**config.mk**
```make
export PLATFORM = sky130hd
export DESIGN_NAME = pe_drain
export DESIGN_NICKNAME = d
export VERILOG_FILES = /design/src/rtl/pe_drain.sv
export SDC_FILE = /design/constraint.sdc
export NUM_CORES = 1
export LEC_CHECK = 0
export CORE_MARGIN = 2
export CORE_UTILIZATION = 56
export CTS_CLUSTER_DIAMETER = 200
export DETAILED_ROUTE_END_ITERATION = 10
export GPL_TIMING_DRIVEN = 1
export PLACE_DENSITY = 0.79
export SYNTH_ARGS = -nofsm -noshare
export SYNTH_HDL_FRONTEND = slang
export SYNTH_SLANG_ARGS = --single-unit
```
**constraint.sdc**
```tcl
create_clock -name clk -period 14.8 [get_ports clk]
set_input_delay 1.48 -clock clk [delete_from_list [all_inputs] [get_ports clk]]
set_output_delay 1.48 -clock clk [all_outputs]
set_load 0.01 [all_outputs]
```
**src/rtl/pe_drain.sv**
```systemverilog
// Drain stage below the PE array bottom row: deskews per-column accumulators into a row,
// converts each lane to Q(INT_BW.FRA_BW) with saturation, buffers rows in a show-ahead FIFO.
// Optional macro PE_DRAIN_RND_EN selects round-half-up instead of truncation toward -inf.
module pe_drain #(
    parameter int COLS   = 4,
    parameter int INT_BW = 5,
    parameter int FRA_BW = 10,
    parameter int MUL_BW = 16,
    parameter int ACC_BW = 32,
    parameter int DEPTH  = 4
) (
    input  logic                          clk,
    input  logic                          rst,
    input  logic                          clr_i,
    input  logic [COLS-1:0]               col_vld_i,
    input  logic [COLS*ACC_BW-1:0]        o_i,
    output logic                          out_vld_o,
    input  logic                          out_rdy_i,
    output logic [COLS*MUL_BW-1:0]        out_data_o,
    output logic [$clog2(DEPTH+1)-1:0]    cnt_o,
    output logic                          ovf_o,
    output logic                          err_o,
    output logic                          sat_o
);

    localparam int CW = $clog2(DEPTH+1);
    localparam int PW = $clog2(DEPTH);
    localparam int RW = COLS*MUL_BW;
    localparam int MB = INT_BW + FRA_BW;
    localparam logic [CW-1:0] FULL_CNT = CW'(DEPTH);
    localparam logic signed [ACC_BW:0] SAT_MAX = {{(ACC_BW+1-MB){1'b0}}, {MB{1'b1}}};
    localparam logic signed [ACC_BW:0] SAT_MIN = {{(ACC_BW+1-MB){1'b1}}, {MB{1'b0}}};
`ifdef PE_DRAIN_RND_EN
    localparam logic signed [ACC_BW:0] RND = {{(ACC_BW+1-FRA_BW){1'b0}}, 1'b1, {(FRA_BW-1){1'b0}}};
`endif

    logic [COLS-1:0]   cap_q, cap_d;
    logic [ACC_BW-1:0] lane_q [COLS];
    logic [ACC_BW-1:0] lane_d [COLS];
    logic [RW-1:0]     mem_q  [DEPTH];
    logic [RW-1:0]     mem_d  [DEPTH];
    logic [PW-1:0]     wr_q, wr_d, rd_q, rd_d;
    logic [CW-1:0]     cnt_q, cnt_d;
    logic              vld_q, vld_d;
    logic [RW-1:0]     head_q, head_d;
    logic              ovf_q, ovf_d, err_q, err_d, sat_q, sat_d;

    logic [RW-1:0]     row_conv;
    logic [COLS-1:0]   lane_sat;
    logic              row_done, pop, push_ok;

    // Per-lane fixed-point conversion of the captured accumulator.
    for (genvar c = 0; c < COLS; c++) begin : g_lane
        logic signed [ACC_BW:0] ext;
        logic signed [ACC_BW:0] shf;
        logic [MUL_BW-1:0]      q;
        logic                   s;
        always_comb begin
            ext = {lane_q[c][ACC_BW-1], lane_q[c]};
`ifdef PE_DRAIN_RND_EN
            ext = ext + RND;
`endif
            shf = ext >>> FRA_BW;
            s   = 1'b0;
            q   = shf[MUL_BW-1:0];
            if (shf > SAT_MAX) begin
                q = SAT_MAX[MUL_BW-1:0];
                s = 1'b1;
            end else if (shf < SAT_MIN) begin
                q = SAT_MIN[MUL_BW-1:0];
                s = 1'b1;
            end
        end
        assign row_conv[c*MUL_BW +: MUL_BW] = q;
        assign lane_sat[c] = s;
    end

    assign row_done = &cap_q;
    assign pop      = vld_q & out_rdy_i;
    assign push_ok  = row_done & ((cnt_q != FULL_CNT) | pop);

    always_comb begin
        cap_d  = row_done ? '0 : cap_q;
        lane_d = lane_q;
        mem_d  = mem_q;
        wr_d   = wr_q;
        rd_d   = rd_q;
        cnt_d  = cnt_q;
        ovf_d  = ovf_q;
        err_d  = err_q;
        sat_d  = sat_q;

        // A strobe on the completing edge starts the next row rather than erroring.
        for (int c = 0; c < COLS; c++) begin
            if (col_vld_i[c]) begin
                if (!cap_q[c] || row_done) begin
                    lane_d[c] = o_i[c*ACC_BW +: ACC_BW];
                    cap_d[c]  = 1'b1;
                end else begin
                    err_d = 1'b1;
                end
            end
        end

        if (pop)
            rd_d = rd_q + 1'b1;
        if (row_done) begin
            if (|lane_sat)
                sat_d = 1'b1;
            if (push_ok) begin
                mem_d[wr_q] = row_conv;
                wr_d        = wr_q + 1'b1;
            end else begin
                ovf_d = 1'b1;
            end
        end

        case ({push_ok, pop})
            2'b10:   cnt_d = cnt_q + 1'b1;
            2'b01:   cnt_d = cnt_q - 1'b1;
            default: cnt_d = cnt_q;
        endcase

        // Registered head: next entry comes from the array, or from the row being written
        // when it lands in the slot the read pointer moves to.
        vld_d = (cnt_d != '0);
        if (!vld_d)
            head_d = '0;
        else if (push_ok && (rd_d == wr_q))
            head_d = row_conv;
        else
            head_d = mem_q[rd_d];

        if (clr_i) begin
            cap_d  = '0;
            for (int c = 0; c < COLS; c++)
                lane_d[c] = '0;
            wr_d   = '0;
            rd_d   = '0;
            cnt_d  = '0;
            vld_d  = 1'b0;
            head_d = '0;
            ovf_d  = 1'b0;
            err_d  = 1'b0;
            sat_d  = 1'b0;
        end
    end

    always_ff @(posedge clk or posedge rst) begin
        if (rst) begin
            cap_q  <= '0;
            for (int c = 0; c < COLS; c++)
                lane_q[c] <= '0;
            for (int i = 0; i < DEPTH; i++)
                mem_q[i] <= '0;
            wr_q   <= '0;
            rd_q   <= '0;
            cnt_q  <= '0;
            vld_q  <= 1'b0;
            head_q <= '0;
            ovf_q  <= 1'b0;
            err_q  <= 1'b0;
            sat_q  <= 1'b0;
        end else begin
            cap_q  <= cap_d;
            lane_q <= lane_d;
            mem_q  <= mem_d;
            wr_q   <= wr_d;
            rd_q   <= rd_d;
            cnt_q  <= cnt_d;
            vld_q  <= vld_d;
            head_q <= head_d;
            ovf_q  <= ovf_d;
            err_q  <= err_d;
            sat_q  <= sat_d;
        end
    end

    assign out_vld_o  = vld_q;
    assign out_data_o = head_q;
    assign cnt_o      = cnt_q;
    assign ovf_o      = ovf_q;
    assign err_o      = err_q;
    assign sat_o      = sat_q;

endmodule

```
Yosys cells after proc, flatten, opt, wreduce, memory -nomap -nowiden --
Index checks and enable logic that the tools add are counted.
Word-level totals: flip-flop bits (word level) 463, output and inout port bits 71
Operators by class: add/sub/neg operators 4, magnitude comparators 11, equality and inequality tests 5, muxes and demuxes 67, bitwise operators 5, reduce and logical (&&, ||, !) cells 32
Operators with widths (count):
- 64-bit two-way mux | 6
- 256-bit bitwise mux | 1
- 32-bit two-way mux | 8
- 64-bit binary-select mux with 2-bit select | 1
- 64-bit demux with 2-bit select | 1
- 128-bit two-way mux | 1
- 16-bit two-way mux | 8
- 22-bit by 16-bit greater-than comparator with 1-bit output (second input constant) | 4
- 22-bit by 16-bit < comparator with 1-bit output (second input constant) | 4
- 1-bit two-way mux | 32
- 2-bit nonzero test | 11
- 2-bit AND reduction | 7
- 2-bit two-way mux | 5
- 4-bit two-way mux | 2
- 3-bit >= comparator (second input constant) | 2
- 2-bit inverter with 3-bit output | 2
- 3-bit one-hot mux with 2 select lines | 1
- 5-bit AND reduction | 1
- 2-bit by 1-bit adder with 2-bit output (second input constant) | 2
- 1-bit zero test | 4
- 1-bit logical OR | 4
- 4-bit AND reduction | 1
- 4-bit OR reduction | 1
- 3-bit by 1-bit adder with 3-bit output (second input constant) | 1
- 12 further kinds | 14

Depth between registers and ports, before layout --
Gate-level depths: netlist of the first run.
depth after elaboration 11, depth in mapped cells 13, gate-level depth less buffers 10

Least setup slack after synthesis of the first run --
Ideal clock, no wire load.
path kind input to register, from in out_rdy_i, to reg head_q[10], in the netlist out_data_o[10], setup time 0.065 ns, arrival time 3.795 ns, setup slack 10.940 ns, cell stages on the path 12, path through nand2_2 -> a31oi_4 -> inv_2 -> ha_1 -> fa_1 -> xnor2_1 -> or3_1 -> a21oi_1 -> or2_2 -> buf_2 -> clkbuf_1 -> o21a_1
Between the ends: cells in the longest elaborated chain, start to end 9, elaborated cells between the ends (all ways) 17, those cells by class eq/ne (3); mux (8); bitwise (4); reduce/logical (2)
RTL lines:
- from (decl) | RTL line 18 | input logic out_rdy_i,
- 1-bit AND (*) | RTL line 79 | assign pop = vld_q & out_rdy_i;
- 2-bit two-way mux | RTL line 105 | if (pop)
- 2-bit inverter with 3-bit output (not written as such) | RTL line 132 | head_d = mem_q[rd_d];
- 64-bit binary-select mux with 2-bit select | RTL line 132
- 64-bit two-way mux (not written as such) (2 in a row) | RTL line 132
- 64-bit two-way mux | RTL line 129 | else if (push_ok && (rd_d == wr_q))
- 64-bit two-way mux (*) | RTL line 127 | if (!vld_d)
- 64-bit two-way mux (*) | RTL line 134 | if (clr_i) begin
- via head_d[10] | RTL line 45 | logic [RW-1:0] head_q, head_d;
- to (signal assigned) | RTL line 160 | head_q <= '0;
- to (signal assigned) | RTL line 172 | head_q <= head_d;
- to (decl) | RTL line 45
The timed path passes the listed nets; every way through them passes the cells marked *. The select of a mux whose other input is x is not followed. A chain may end at the register's enable or synchronous reset.

Worst setup path after layout of the first run --
from in out_rdy_i, to reg head_q[63], in the netlist out_data_o[63]
Same word-level chain as after synthesis.

==> impl_metrics.yaml, run 1 <==
die:
  die_width_um: 184
  floorplan.initialDensity: 0.573
  core_sq_um: 31700
  dieArea_sq_um: 33900
  rows: 65
  design.portCount: 207
  die_h_um: 184
yosys:
  yosys_warnings: 0
  synth_ff_type: "sky130_fd_sc_hd__dfrtp_1"
  synth-edff-count: 0
  synth-seq-area-share: 0.583
  yosys_register_bits: 423
  synthCells: 1815
  async_reset_ff_frac: 1.00
  synth.distinct_cells: 52
  synthesis.area_per_instance_sq_um: 10.0
  syn_area_sq_um: 18200
  syn_nets: 1957
placement:
  place_hpwl_um: 26200
  io_buffers: 166
  gpl.final_weighted_congestion: 0.781
cts:
  holdBufCountCts: 0
  cts.clk_slew.worst_paths_ps: 60
  numClockSinks: 423
  post_cts_resized: 0
  tritoncts_clock_tree: "built"
  cts_buffer_count: 44
  clk-insertion-delay-late_ps: 550
  clock-root-buffer: "sky130_fd_sc_hd__clkbuf_16"
  clock_tree.htree_level_count: 2
  worst_case_clock_buffer_depth: 3
  cts_post_setup_buffers_inserted: 0
setup_path:
  critical-path-max-stage-delay_ps: 730
  timing.critical_path.to_type: "flip-flop"
  cp_data_required_time_ps: 15260
  startpoint_type: "primary input"
  cp_launch_point: "out_rdy_i"
  worstSetupPathType: "primary input to flip-flop"
  worstReg2RegStart: "cap_q[1]"
  worstPathMaxFanout: 35
  timing.critical_path.arrival_ps: 5710
  worst_path_max_delay_cell: "sky130_fd_sc_hd__or2_2"
  critical_path.cell_chain: "clkdlybuf4s50_1 -> nand2_2 -> a31oi_4 -> inv_2 -> ha_1 -> fa_1 -> xnor2_1 -> or3_1 -> a21oi_1 -> or2_2 -> buf_4 -> a21boi_1"
layout:
  post_route_cells_drive_above_1_share: 0.0682
  final_net_count: 2043
  seqCellArea_sq_um: 10600
  final_common_cell: "sky130_fd_sc_hd__dfrtp_1"
  fillerInstances: 2374
  multi_input_comb_area_sq_um: 6970
  diodes: 0
  layout_common_cells: "sky130_fd_sc_hd__dfrtp_1 (422), sky130_fd_sc_hd__nand2_1 (299), sky130_fd_sc_hd__o21ai_0 (278)"
  syn_to_final_growth_pct: 17.9
  final_core_util: 0.675
sta:
  finalSetupViolations: 0
  timing.max_slew.rel_slack: 0.186
  finalClockSkew_ps: 24.5
  period_needed_ps: 5250
  timing.final.hold_violations: 0
  final_max_slew_violation_count: 0
  fin_setup_tns_ps: 0
  max_slew.worst_pin.slew_ps: 1220
  fmax_ghz: 0.190
  finalCritPeriodShare: 0.355
  grt_setup_unrepaired: "false"
route:
  route.vias.total: 14244
  drt_iter0_drc: 1341
  route.detailed.vias_per_inst: 6.09
  detailedRoute.firstPassIterationCount: 6
  route.antenna.remaining_nets: 0
  drt_wl_total_um: 45700
  wl_per_cell_um: 19.5
  detail_route.drc_violations: 0
grt:
  grt_max_degree: 124
  global_route_wire_length_before_repair_um: 74400
  use_met1: 0.379
  track_usage: 0.276
  antenna_violations_before_repair: 0
  via_count_of_the_first_global_routing_pass: 14383
  use_met3: 0.0388
  routing_usage_on_met2: 0.460
  global_route.peak_usage_layer: "met2"
  grt-ovfl-total: 0
worst_hold_path:
  hold_path.startpoint: "mem_q[166]"
  hp-class: "flip-flop to flip-flop"
power:
  power.density_cell_area_nw_per_um2: 124
  worst_ir_drop_vdd_mv: 0.0712
  leakagePower_nw: 9.61
job:
  number_of_max_cap_violations: 0
run_status:
  run_status: "finished clean"
power by group:
| group | switching, mW | internal [mW] | total (mW) |
|---|---|---|---|
| Clock | 0.444 | 0.671 | 1.11 |
| Sequential | 0.0411 | 1.22 | 1.26 |
| Combinational | 0.171 | 0.102 | 0.273 |
| Total | 0.656 | 1.99 | 2.65 |
sequential cells by signal (all words and copies together), names as in the netlist, 2 cells and up:
register and flops:
wr_q 2, out_data_o 64, cap_q 4, mem_q 256, g_lane.ext 88, cnt_o 3
rd_q 2
synth_stat cells (3+ instances only):
cell                        instances  area, sq um
sky130_fd_sc_hd__xnor2_1            3         26.3
sky130_fd_sc_hd__o2bb2ai_1         30          263
sky130_fd_sc_hd__a211oi_1          64          480
sky130_fd_sc_hd__o21a_1            60          450
sky130_fd_sc_hd__a21boi_1           5         37.5
sky130_fd_sc_hd__nand2_1          303         1140
sky130_fd_sc_hd__o22ai_1           63          394
sky130_fd_sc_hd__ha_1               5         62.6
sky130_fd_sc_hd__clkbuf_1         120          450
sky130_fd_sc_hd__nor2b_1           63          394
sky130_fd_sc_hd__and4_1             4         35.0
sky130_fd_sc_hd__nor3_1            64          320
sky130_fd_sc_hd__nand3_1           38          190
sky130_fd_sc_hd__dfrtp_1          423        10600
sky130_fd_sc_hd__inv_1              9         33.8
sky130_fd_sc_hd__nor4_1             4         25.0
sky130_fd_sc_hd__nor2_1            99          372
sky130_fd_sc_hd__a21oi_1           34          170
sky130_fd_sc_hd__buf_1              3         11.3
sky130_fd_sc_hd__a22o_1            44          385
sky130_fd_sc_hd__buf_2             17         85.1
sky130_fd_sc_hd__o21ai_0          278         1390
sky130_fd_sc_hd__mux2i_1           25          250
sky130_fd_sc_hd__buf_12             6          120
sky130_fd_sc_hd__mux2_2            17          191
through the flow:
step	area [sq um]	cells	hold slack [ps]	setup slack, ps	total power, mW
floorplan	18200	1815	442	1540	1.45
global placement	19900	2257	454	9150	1.53
detailed placement	19900	2257	463	9050	1.55
CTS	21400	2337	476	9620	2.66
global route	21400	2337	484	9340	2.75
finish	21400	2337	471	9550	2.65
cell families after synthesis:
logic type / after synthesis / synth area share
buffers and inverters: 157 / 0.0394
adders and majority gates: 6 / 0.00455
AOI/OAI and AO/OA: 590 / 0.203
DFF: 423 / 0.583
muxes: 42 / 0.0243
and+or+nand+nor: 591 / 0.143
xor gates and xnor gates: 6 / 0.00331
layout make-up:
class	instances	share of cell area
inverter	10	0.00210
timing repair buffer	187	0.0848
tap	402	0.0235
clock buffer	65	0.0618
multi-input combinational	1235	0.326
sequential	423	0.495
clock inverter	15	0.00754
worst paths after layout:
check	depth (start not counted)	slack, ps	to
max in group asynchronous	4	10900	rd_q[1]
hold reg to reg	2	470	mem_q[166]
min in group asynchronous	2	1510	mem_q[203]
hold / removal	2	470	mem_q[166]
setup reg to reg	11	10530	out_data_o[63]
setup / recovery	12	9550	out_data_o[63]
worst max-delay path: cells and delay by family:
family	cells	cell delay, ps
xor gates and xnor gates	1	150
buffers and inverters	3	1260
and+or+nand+nor	3	1250
adders and majority gates	2	640
AOI/OAI and AO/OA	3	860
metal layers:
metal | routed length [um] | vias up
met5 | 0 | -
met4 | 1040 | 0
met3 | 3040 | 80
met2 | 22200 | 554
met1 | 19300 | 7074
li1 | - | 6536
(Power assumes the default switching activity.)
==> inputs of run 2 (changes only) <==
==> constraint.sdc (replaced) <==
create_clock -name clk -period 5 [get_ports clk]
set_input_delay 0.5 -clock clk [delete_from_list [all_inputs] [get_ports clk]]
set_output_delay 0.5 -clock clk [all_outputs]
set_load 0.01 [all_outputs]
==> impl_metrics.yaml, run 2 (synthesis results as in run 1) <==
power:
  post-layout-total-power_mw: 8.00
  power.density_cell_area_nw_per_um2: 372
  leakagePower_nw: 9.64
  worst_ir_drop_vdd_mv: 0.221
grt:
  grt-ovfl-total: 0
  via_count_of_the_first_global_routing_pass: 14349
  global_route_wire_length_before_repair_um: 75100
  grt_max_degree: 198
  antenna_violations_before_repair: 0
  track_usage: 0.278
placement:
  io_buffers: 166
  dpl-instance-area_sq_um: 20000
  place_hpwl_um: 26800
  gpl.final_weighted_congestion: 0.796
sta:
  max_slew.worst_pin.slew_ps: 1320
  finalCritPeriodShare: 0.710
  grt_setup_unrepaired: "false"
  fmax_ghz: 0.282
  fin_setup_tns_ps: 0
  finalSetupViolations: 0
  final_max_slew_violation_count: 0
  finalClockSkew_ps: 24.7
  timing.final.hold_violations: 0
  timing.max_slew.rel_slack: 0.122
  period_needed_ps: 3550
setup_path:
  timing.critical_path.arrival_ps: 4010
  critical-path-max-stage-delay_ps: 560
  crit_family: "buffers and inverters"
  critical_path.cell_chain: "clkdlybuf4s50_1 -> nand2_2 -> a31oi_4 -> inv_2 -> ha_1 -> fa_1 -> xnor2_1 -> or3_1 -> a21oi_1 -> or2_2 -> buf_4 -> a21boi_1"
  worstReg2RegStart: "cap_q[1]"
  cp_launch_point: "out_rdy_i"
  worst_path_max_delay_cell: "sky130_fd_sc_hd__clkdlybuf4s50_1"
  worstPathMaxFanout: 35
  startpoint_type: "primary input"
  cp_num_buf_inv: 3
  worstSetupPathType: "primary input to flip-flop"
  cp_data_required_time_ps: 5460
  timing.critical_path.to_type: "flip-flop"
cts:
  clk-insertion-delay-late_ps: 550
  numClockSinks: 423
  cts_post_setup_buffers_inserted: 0
  cts_buffer_count: 45
  tritoncts_clock_tree: "built"
  clock-root-buffer: "sky130_fd_sc_hd__clkbuf_16"
  worst_case_clock_buffer_depth: 3
  post_cts_resized: 0
  holdBufCountCts: 0
  clock_tree.htree_level_count: 2
  cts.clk_slew.worst_paths_ps: 60
layout:
  final_net_count: 2050
  final_common_cell: "sky130_fd_sc_hd__dfrtp_1"
  layout_common_cells: "sky130_fd_sc_hd__dfrtp_1 (422), sky130_fd_sc_hd__nand2_1 (299), sky130_fd_sc_hd__o21ai_0 (277)"
  diodes: 0
  design_area_sq_um: 21500
  largest_reg_flops: 256
  largest-register: "mem_q"
  post_route_cells_drive_above_1_share: 0.0696
  syn_to_final_growth_pct: 18.6
route:
  drt_wl_total_um: 46500
  route.vias.total: 14356
  route.antenna.remaining_nets: 0
  detailedRoute.firstPassIterationCount: 5
  drt_iter0_drc: 1321
  detail_route.drc_violations: 0
  route.detailed.vias_per_inst: 6.13
  wl_per_cell_um: 19.8
job:
  number_of_max_cap_violations: 0
die:
  dieArea_sq_um: 33900
  die_h_um: 184
  die_width_um: 184
  rows: 65
  design.portCount: 207
  core_sq_um: 31700
  floorplan.initialDensity: 0.573
run_status:
  run_status: "finished clean"
worst_hold_path:
  hp-class: "primary input to async pin"
[run 2: power breakdown]
part | total (mW) | switching [mW] | leakage, nW | internal, mW
clock | 3.46 | 1.34 | 0.745 | 2.12
combinational | 0.820 | 0.516 | 3.09 | 0.304
sequential | 3.73 | 0.121 | 5.81 | 3.61
total | 8.00 | 1.98 | 9.64 | 6.03
[run 2: layer usage]
metal  up-vias  track usage  wire, um
met3       108       0.0446      3120
met4         0       0.0822      1230
met2       542        0.453     22100
met1      7148        0.389     20000
met5         -            0         0
li1       6558            -         -
[run 2: area by class of cell]
cell class	count	area (sq um)
clock buffer	64	1300
inverter	10	41.3
fill	2380	10200
clock inverter	15	236
tap	402	503
timing repair buffer	193	1910
sequential	423	10600
multi-input combinational	1235	6960
[run 2: worst register-to-register path, cell delays in order (launching register included)]
cell	delay, ps
sky130_fd_sc_hd__dfrtp_1	530
sky130_fd_sc_hd__nand4_2	220
sky130_fd_sc_hd__a31oi_4	430
sky130_fd_sc_hd__inv_2	130
sky130_fd_sc_hd__ha_1	250
sky130_fd_sc_hd__fa_1	400
sky130_fd_sc_hd__xnor2_1	150
sky130_fd_sc_hd__or3_1	300
sky130_fd_sc_hd__a21oi_1	180
sky130_fd_sc_hd__or2_2	150
sky130_fd_sc_hd__buf_4	460
sky130_fd_sc_hd__a21boi_1	240
[run 2: final timing paths]
path | slack [ps] | to | cells past startpoint
max | 1450 | out_data_o[15] | 12
min | 380 | g_lane[0].ext[22] | 2
min reg2reg | 470 | mem_q[188] | 2
min in group clk | 440 | cap_q[3] | 2
max in group asynchronous | 3160 | mem_q[32] | 3
max reg2reg | 1480 | out_data_o[15] | 11
[run 2: through the flow]
stage | util | worst slack [ps] | cells | hold WS [ps]
6_report | 0.679 | 1450 | 2342 | 377
5_1_grt | 0.679 | 1310 | 2342 | 427
4_1_cts | 0.679 | 1520 | 2342 | 387
3_5_place_dp | 0.631 | 955 | 2263 | 463
3_3_place_gp | 0.631 | 1060 | 2263 | 453
2_1_floorplan | - | -1210 | 1815 | 442
